## src/rtl/imem_loader_pkg.sv

```systemverilog
// Shared types and constants for the byte-stream program loader.
package imem_loader_pkg;

  localparam int unsigned BYTE_W    = 8;
  localparam int unsigned WORD_W    = 32;
  localparam int unsigned HDR_BYTES = 2;

  typedef enum logic [2:0] {
    ST_IDLE   = 3'd0,
    ST_LEN_HI = 3'd1,
    ST_LEN_LO = 3'd2,
    ST_DATA   = 3'd3,
    ST_WRITE  = 3'd4,
    ST_DONE   = 3'd5,
    ST_ERROR  = 3'd6
  } st_e;

endpackage

```

## src/rtl/imem_loader_packer.sv

```systemverilog
// Byte-to-word packer: collects four big-endian bytes into a 32-bit word.
module imem_loader_packer
  import imem_loader_pkg::*;
(
  input  logic              clk,
  input  logic              reset,
  input  logic              clear,
  input  logic              in_en,
  input  logic [BYTE_W-1:0] in_byte,
  output logic [WORD_W-1:0] word_c,
  output logic              word_valid_c
);

  logic [WORD_W-BYTE_W-1:0] shift;
  logic [1:0]               cnt;

  // The completed word includes the byte being accepted this cycle.
  assign word_c       = {shift, in_byte};
  assign word_valid_c = in_en && (cnt == 2'd3);

  // Shift accepted bytes in, oldest byte ends up in the top lane.
  always_ff @(posedge clk) begin
    if (reset || clear) begin
      shift <= '0;
      cnt   <= '0;
    end else if (in_en) begin
      shift <= {shift[WORD_W-2*BYTE_W-1:0], in_byte};
      cnt   <= cnt + 2'd1;
    end
  end

endmodule

```

## src/rtl/imem_loader.sv

```systemverilog
// Program loader: receives a length-prefixed byte stream and writes it
// word by word into CPU memory, holding the CPU in reset until complete.
module imem_loader
  import imem_loader_pkg::*;
#(
  parameter int unsigned ADDR_WIDTH = 10,
  parameter int unsigned LEN_WIDTH  = HDR_BYTES * BYTE_W
) (
  input  logic                  clk,
  input  logic                  reset,
  input  logic                  start,
  input  logic [BYTE_W-1:0]     in_data,
  input  logic                  in_valid,
  output logic                  in_ready,
  output logic                  mem_we,
  output logic [ADDR_WIDTH-1:0] mem_addr,
  output logic [WORD_W-1:0]     mem_wdata,
  output logic                  cpu_reset,
  output logic                  done,
  output logic                  error
);

  localparam int unsigned IW = ADDR_WIDTH + 1;
  localparam int unsigned CW = ((LEN_WIDTH > IW) ? LEN_WIDTH : IW) + 1;
  localparam logic [CW-1:0] DEPTH = CW'(2 ** ADDR_WIDTH);

  st_e                  state;
  logic [LEN_WIDTH-1:0] len;
  logic [IW-1:0]        word_idx;

  logic                 xfer_c;
  logic                 load_go_c;
  logic [LEN_WIDTH-1:0] len_shift_c;
  logic                 len_too_big_c;
  logic                 last_word_c;
  logic [WORD_W-1:0]    word_c;
  logic                 word_valid_c;

  assign xfer_c        = in_valid && in_ready;
  assign load_go_c     = start && ((state == ST_IDLE) || (state == ST_DONE) ||
                                   (state == ST_ERROR));
  assign len_shift_c   = {len[LEN_WIDTH-BYTE_W-1:0], in_data};
  assign len_too_big_c = CW'(len_shift_c) > DEPTH;
  // Widened compare so a full-depth image never wraps the index.
  assign last_word_c   = (CW'(word_idx) + CW'(1)) == CW'(len);

  imem_loader_packer u_packer (
    .clk          (clk),
    .reset        (reset),
    .clear        (load_go_c),
    .in_en        (xfer_c && (state == ST_DATA)),
    .in_byte      (in_data),
    .word_c       (word_c),
    .word_valid_c (word_valid_c)
  );

  // Loader FSM with registered handshake, memory and status outputs.
  always_ff @(posedge clk) begin
    if (reset) begin
      state     <= ST_IDLE;
      in_ready  <= 1'b0;
      mem_we    <= 1'b0;
      mem_addr  <= '0;
      mem_wdata <= '0;
      cpu_reset <= 1'b1;
      done      <= 1'b0;
      error     <= 1'b0;
      len       <= '0;
      word_idx  <= '0;
    end else begin
      mem_we <= 1'b0;
      case (state)
        ST_IDLE, ST_DONE, ST_ERROR: begin
          if (start) begin
            state     <= ST_LEN_HI;
            in_ready  <= 1'b1;
            cpu_reset <= 1'b1;
            done      <= 1'b0;
            error     <= 1'b0;
            len       <= '0;
          end
        end
        ST_LEN_HI: begin
          if (xfer_c) begin
            len   <= len_shift_c;
            state <= ST_LEN_LO;
          end
        end
        ST_LEN_LO: begin
          if (xfer_c) begin
            len <= len_shift_c;
            if (len_shift_c == '0) begin
              state     <= ST_DONE;
              in_ready  <= 1'b0;
              done      <= 1'b1;
              cpu_reset <= 1'b0;
            end else if (len_too_big_c) begin
              state    <= ST_ERROR;
              in_ready <= 1'b0;
              error    <= 1'b1;
            end else begin
              state    <= ST_DATA;
              word_idx <= '0;
            end
          end
        end
        ST_DATA: begin
          if (word_valid_c) begin
            state     <= ST_WRITE;
            in_ready  <= 1'b0;
            mem_we    <= 1'b1;
            mem_addr  <= word_idx[ADDR_WIDTH-1:0];
            mem_wdata <= word_c;
          end
        end
        ST_WRITE: begin
          word_idx <= word_idx + IW'(1);
          if (last_word_c) begin
            state     <= ST_DONE;
            done      <= 1'b1;
            cpu_reset <= 1'b0;
          end else begin
            state    <= ST_DATA;
            in_ready <= 1'b1;
          end
        end
        default: begin
          state     <= ST_IDLE;
          in_ready  <= 1'b0;
          cpu_reset <= 1'b1;
          done      <= 1'b0;
          error     <= 1'b0;
        end
      endcase
    end
  end

endmodule

```

## config.mk

```make
export PLATFORM = sky130hd
export DESIGN_NAME = imem_loader
export DESIGN_NICKNAME = d
export VERILOG_FILES = /design/src/rtl/imem_loader_pkg.sv /design/src/rtl/imem_loader_packer.sv /design/src/rtl/imem_loader.sv
export SDC_FILE = /design/constraint.sdc
export NUM_CORES = 1
export LEC_CHECK = 0
export ABC_CLOCK_PERIOD_IN_PS = 3100
export CAP_MARGIN = 20
export CORE_MARGIN = 2
export CORE_UTILIZATION = 30
export DETAILED_ROUTE_END_ITERATION = 8
export PLACE_DENSITY = 0.52
export SYNTH_ARGS = -nofsm -noshare
export SYNTH_HDL_FRONTEND = slang
export SYNTH_SLANG_ARGS = --single-unit
```

## constraint.sdc

```tcl
create_clock -name clk -period 3.1 [get_ports clk]
set_input_delay 0.62 -clock clk [delete_from_list [all_inputs] [get_ports clk]]
set_output_delay 0.62 -clock clk [all_outputs]
set_load 0.02 [all_outputs]
```

==> impl_metrics.csv <==
group,metric,value,unit
detailed_routing,vias,3964,
layout,n_fill_cell,1482,
global_route,grt_max_degree,58,
detailed_routing,drtIter0Drc,243,
outcome,status,"finished clean",
setup_path,reg2reg_depth,7,
setup_path,rr_endpoint,"cpu_reset",
synthesis,synth-edff-count,0,
global_route,grt_pass1_wl,19.6,mm
floorplanning,die_w,125,um
synthesis,netlist_area,4360,um2
setup_path,worstSetupPathDepth,10,
layout,layout.nets,632,
placed_design,dp.cells,790,
layout,final_common_cell,"nand2_1",
layout,layout-drive-gt1-share,0.0722,
floorplanning,initial_utilization,0.304,
sta,min_period,2.61,ns
layout,stdcell_area,5470,um2
sta,setup_tns,0,ns
layout,area.growth.synth_to_final,25.3,%
setup_path,end_kind,"flop",
clock_tree,cts_tree,"done",
detailed_routing,viasPerCell,4.91,
global_route,grt_pass1_vias,3844,
clock_tree,cts-root-buf,"clkbuf_16",
sta,period_share,0.841,
synthesis,syn_inst,566,
global_route,grt_overflow,0,
synthesis,ys_types,44,
clock_tree,clock-sinks,103,
detailed_routing,drt-total-wl,11.7,mm
setup_path,arrival,2.88,ns
clock_tree,cts_resized,0,
setup_path,required,3.38,ns
setup_path,crit_end,"in_ready",
pwr,power_density,485,nW/um2
placed_design,postPlaceCellArea,5170,um2
synthesis,syn_nets,580,
synthesis,synthFlopType,"dfxtp_1",
setup_path,path_max_fanout,4,
setup_path,critPathLaunch,"in_data[7]",
synthesis,async_reset_ff_frac,0,
clock_tree,post_cts_buffers,0,
setup_path,crit_buf_inv,3,
layout,antenna_cells,0,
setup_path,crit_type,"input pin to flop",
setup_path,critical_path.cell_chain,"clkdlybuf4s50_1 -> nor4_1 -> buf_4 -> nand4_1 -> nor3b_1 -> buf_4 -> a2111oi_0 -> o31ai_1 -> o21ba_1 -> mux2i_1",
sta,skew,0.00828,ns
pwr,p_leak,0.00181,uW
sta,relSlewSlack,0.509,
sta,grt_setup_unrepaired,"no",
sta,hold_viol,0,
hold_path,hold_path.class,"flop to flop",
run,drv_cap,0,
detailed_routing,drc_errors,0,
synthesis,ys_seq_area_frac,0.473,
pwr,ir_drop,236,uV
placed_design,gp_congestion,0.856,
floorplanning,die_area,15500,um2
synthesis,synth_seq_cells,103,
floorplanning,core,14400,um2
clock_tree,path_clk_slew,0.07,ns
clock_tree,clk_latency,0.35,ns
detailed_routing,ant_nets,0,
global_route,antenna_found_initial,0,
clock_tree,holdBufCountCts,0,
clock_tree,clock_path_buffers,2,
placed_design,place_hpwl,8.09,mm
setup_path,crit_top_cell,"buf_4",
sta,setup_viol,0,
detailed_routing,drt_pre_antenna_iters,5,
floorplanning,std_cell_rows,44,
synthesis,synth_area_per_cell,7.71,um2
pwr,total_power,2650,uW
sta,slew_viol_final,0,
clock_tree,cts_buffers,9,
global_route,grt_use_total,0.155,
floorplanning,die_h,125,um
setup_path,slowest_stage,"clkdlybuf4s50_1",
layout,final_cell_mix,"nand2_1, dfxtp_1, a21oi_1, clkdlybuf4s50_1, nor2_1",
layout,instances_no_fill,807,
setup_path,start_kind,"input pin",
setup_path,crit_family,"buffers and inverters",
setup_path,reg2reg_slack,0.59,ns
detailed_routing,post_drt_wl_per_cell,14.5,um
sta,fmax,384,MHz
sta,tightest_slew,0.735,ns
setup_path,r2r_start,"word_idx[3]",
synthesis,yosysWarnings,0,
setup_path,cpPeakStageDelay,0.47,ns
placed_design,io_buffer_count,58,
floorplanning,ios,59,
clock_tree,htree_levels,3,
## where the power goes
| group | internal [uW] | total (uW) | switching, uW |
|---|---|---|---|
| logic | 85.0 | 218 | 133 |
| registers | 1330 | 1350 | 16.4 |
| clock network | 587 | 1080 | 494 |
## final cells by class
class	instances	area (um2)	area share
well taps	184	230	0.0421
clock inverters	5	32.5	0.00595
flip-flops and latches	103	2060	0.377
multi-input cells	418	2110	0.387
inverters	6	22.5	0.00412
repair buffers	80	753	0.138
clock buffers	11	253	0.0462
## stage by stage
step / worst slack, ns / util / hold slack (ns)
floorplan: 0.854 / - / 0.432
global placement: 0.203 / 0.360 / 0.445
detailed placement: 0.183 / 0.360 / 0.448
CTS: 0.547 / 0.380 / 0.457
global route: 0.296 / 0.380 / 0.475
finish: 0.494 / 0.380 / 0.453
## synth_stat cells (2+ instances only)
cell type / instances / area, um2
a2111oi_0: 2 / 17.5
a211o_1: 2 / 17.5
a211oi_1: 3 / 22.5
a21oi_1: 85 / 425
a22oi_1: 16 / 120
a311oi_1: 6 / 52.6
a31oi_1: 4 / 25.0
and3_1: 2 / 12.5
buf_2: 6 / 30.0
clkbuf_1: 30 / 113
dfxtp_1: 103 / 2060
ha_1: 2 / 25.0
inv_1: 5 / 18.8
nand2_1: 162 / 608
nand3_1: 5 / 25.0
nand4_1: 2 / 12.5
nand4_2: 2 / 25.0
nor2_1: 43 / 161
nor2b_1: 9 / 56.3
nor3_1: 17 / 85.1
nor3b_1: 2 / 15.0
nor4_1: 3 / 18.8
o21a_1: 2 / 15.0
o21ai_0: 13 / 65.1
o22ai_1: 2 / 12.5
o31ai_1: 2 / 15.0
or2_2: 2 / 12.5
or3_1: 2 / 12.5
xnor2_1: 10 / 87.6
xor2_1: 8 / 70.1
## registers in the layout (all words and copies together), names as in the netlist
| register | flops |
|---|---|
| cpu_reset | 1 |
| done | 1 |
| error | 1 |
| in_ready | 1 |
| len | 16 |
| mem_addr | 10 |
| mem_wdata | 32 |
| mem_we | 1 |
| state | 3 |
| u_packer.cnt | 2 |
| u_packer.shift | 24 |
| word_idx | 11 |
## worst register-to-register path, stage by stage (launching register included)
cell	delay [ns]
dfxtp_1	0.51
nand4_2	0.20
nor3_1	0.63
xor2_1	0.16
o311ai_2	0.30
nand4_2	0.23
a21oi_1	0.25
o21ai_0	0.10
## per-layer routing
metal,wire length (um),vias up,GRT usage
met5,0,-,0
met4,148,0,0.0436
met3,535,14,0.0468
met2,5280,81,0.238
met1,5750,1835,0.211
li1,-,2034,-
## worst min path at each step
stage,end,slack (ns),depth (start not counted),start
after floorplan,mem_wdata[24],0.43,2,u_packer.shift[16]
after global placement,mem_wdata[28],0.44,2,u_packer.shift[20]
after detailed placement,mem_wdata[28],0.45,2,u_packer.shift[20]
after CTS,mem_wdata[26],0.46,2,u_packer.shift[18]
after global routing,u_packer.shift[17],0.47,2,u_packer.shift[17]
final,mem_wdata[28],0.45,2,u_packer.shift[20]
## cell families after synthesis
family | after synthesis | synth area share
AO/OA/AOI/OAI | 141 | 0.191
XOR/XNOR | 18 | 0.0361
adder cells (fa/ha/maj) | 3 | 0.00803
buffers and inverters | 45 | 0.0430
flip-flops | 103 | 0.473
multiplexers | 1 | 0.00229
AND/OR/NAND/NOR | 255 | 0.247
Note: power is estimated with default switching activity, not from simulation.
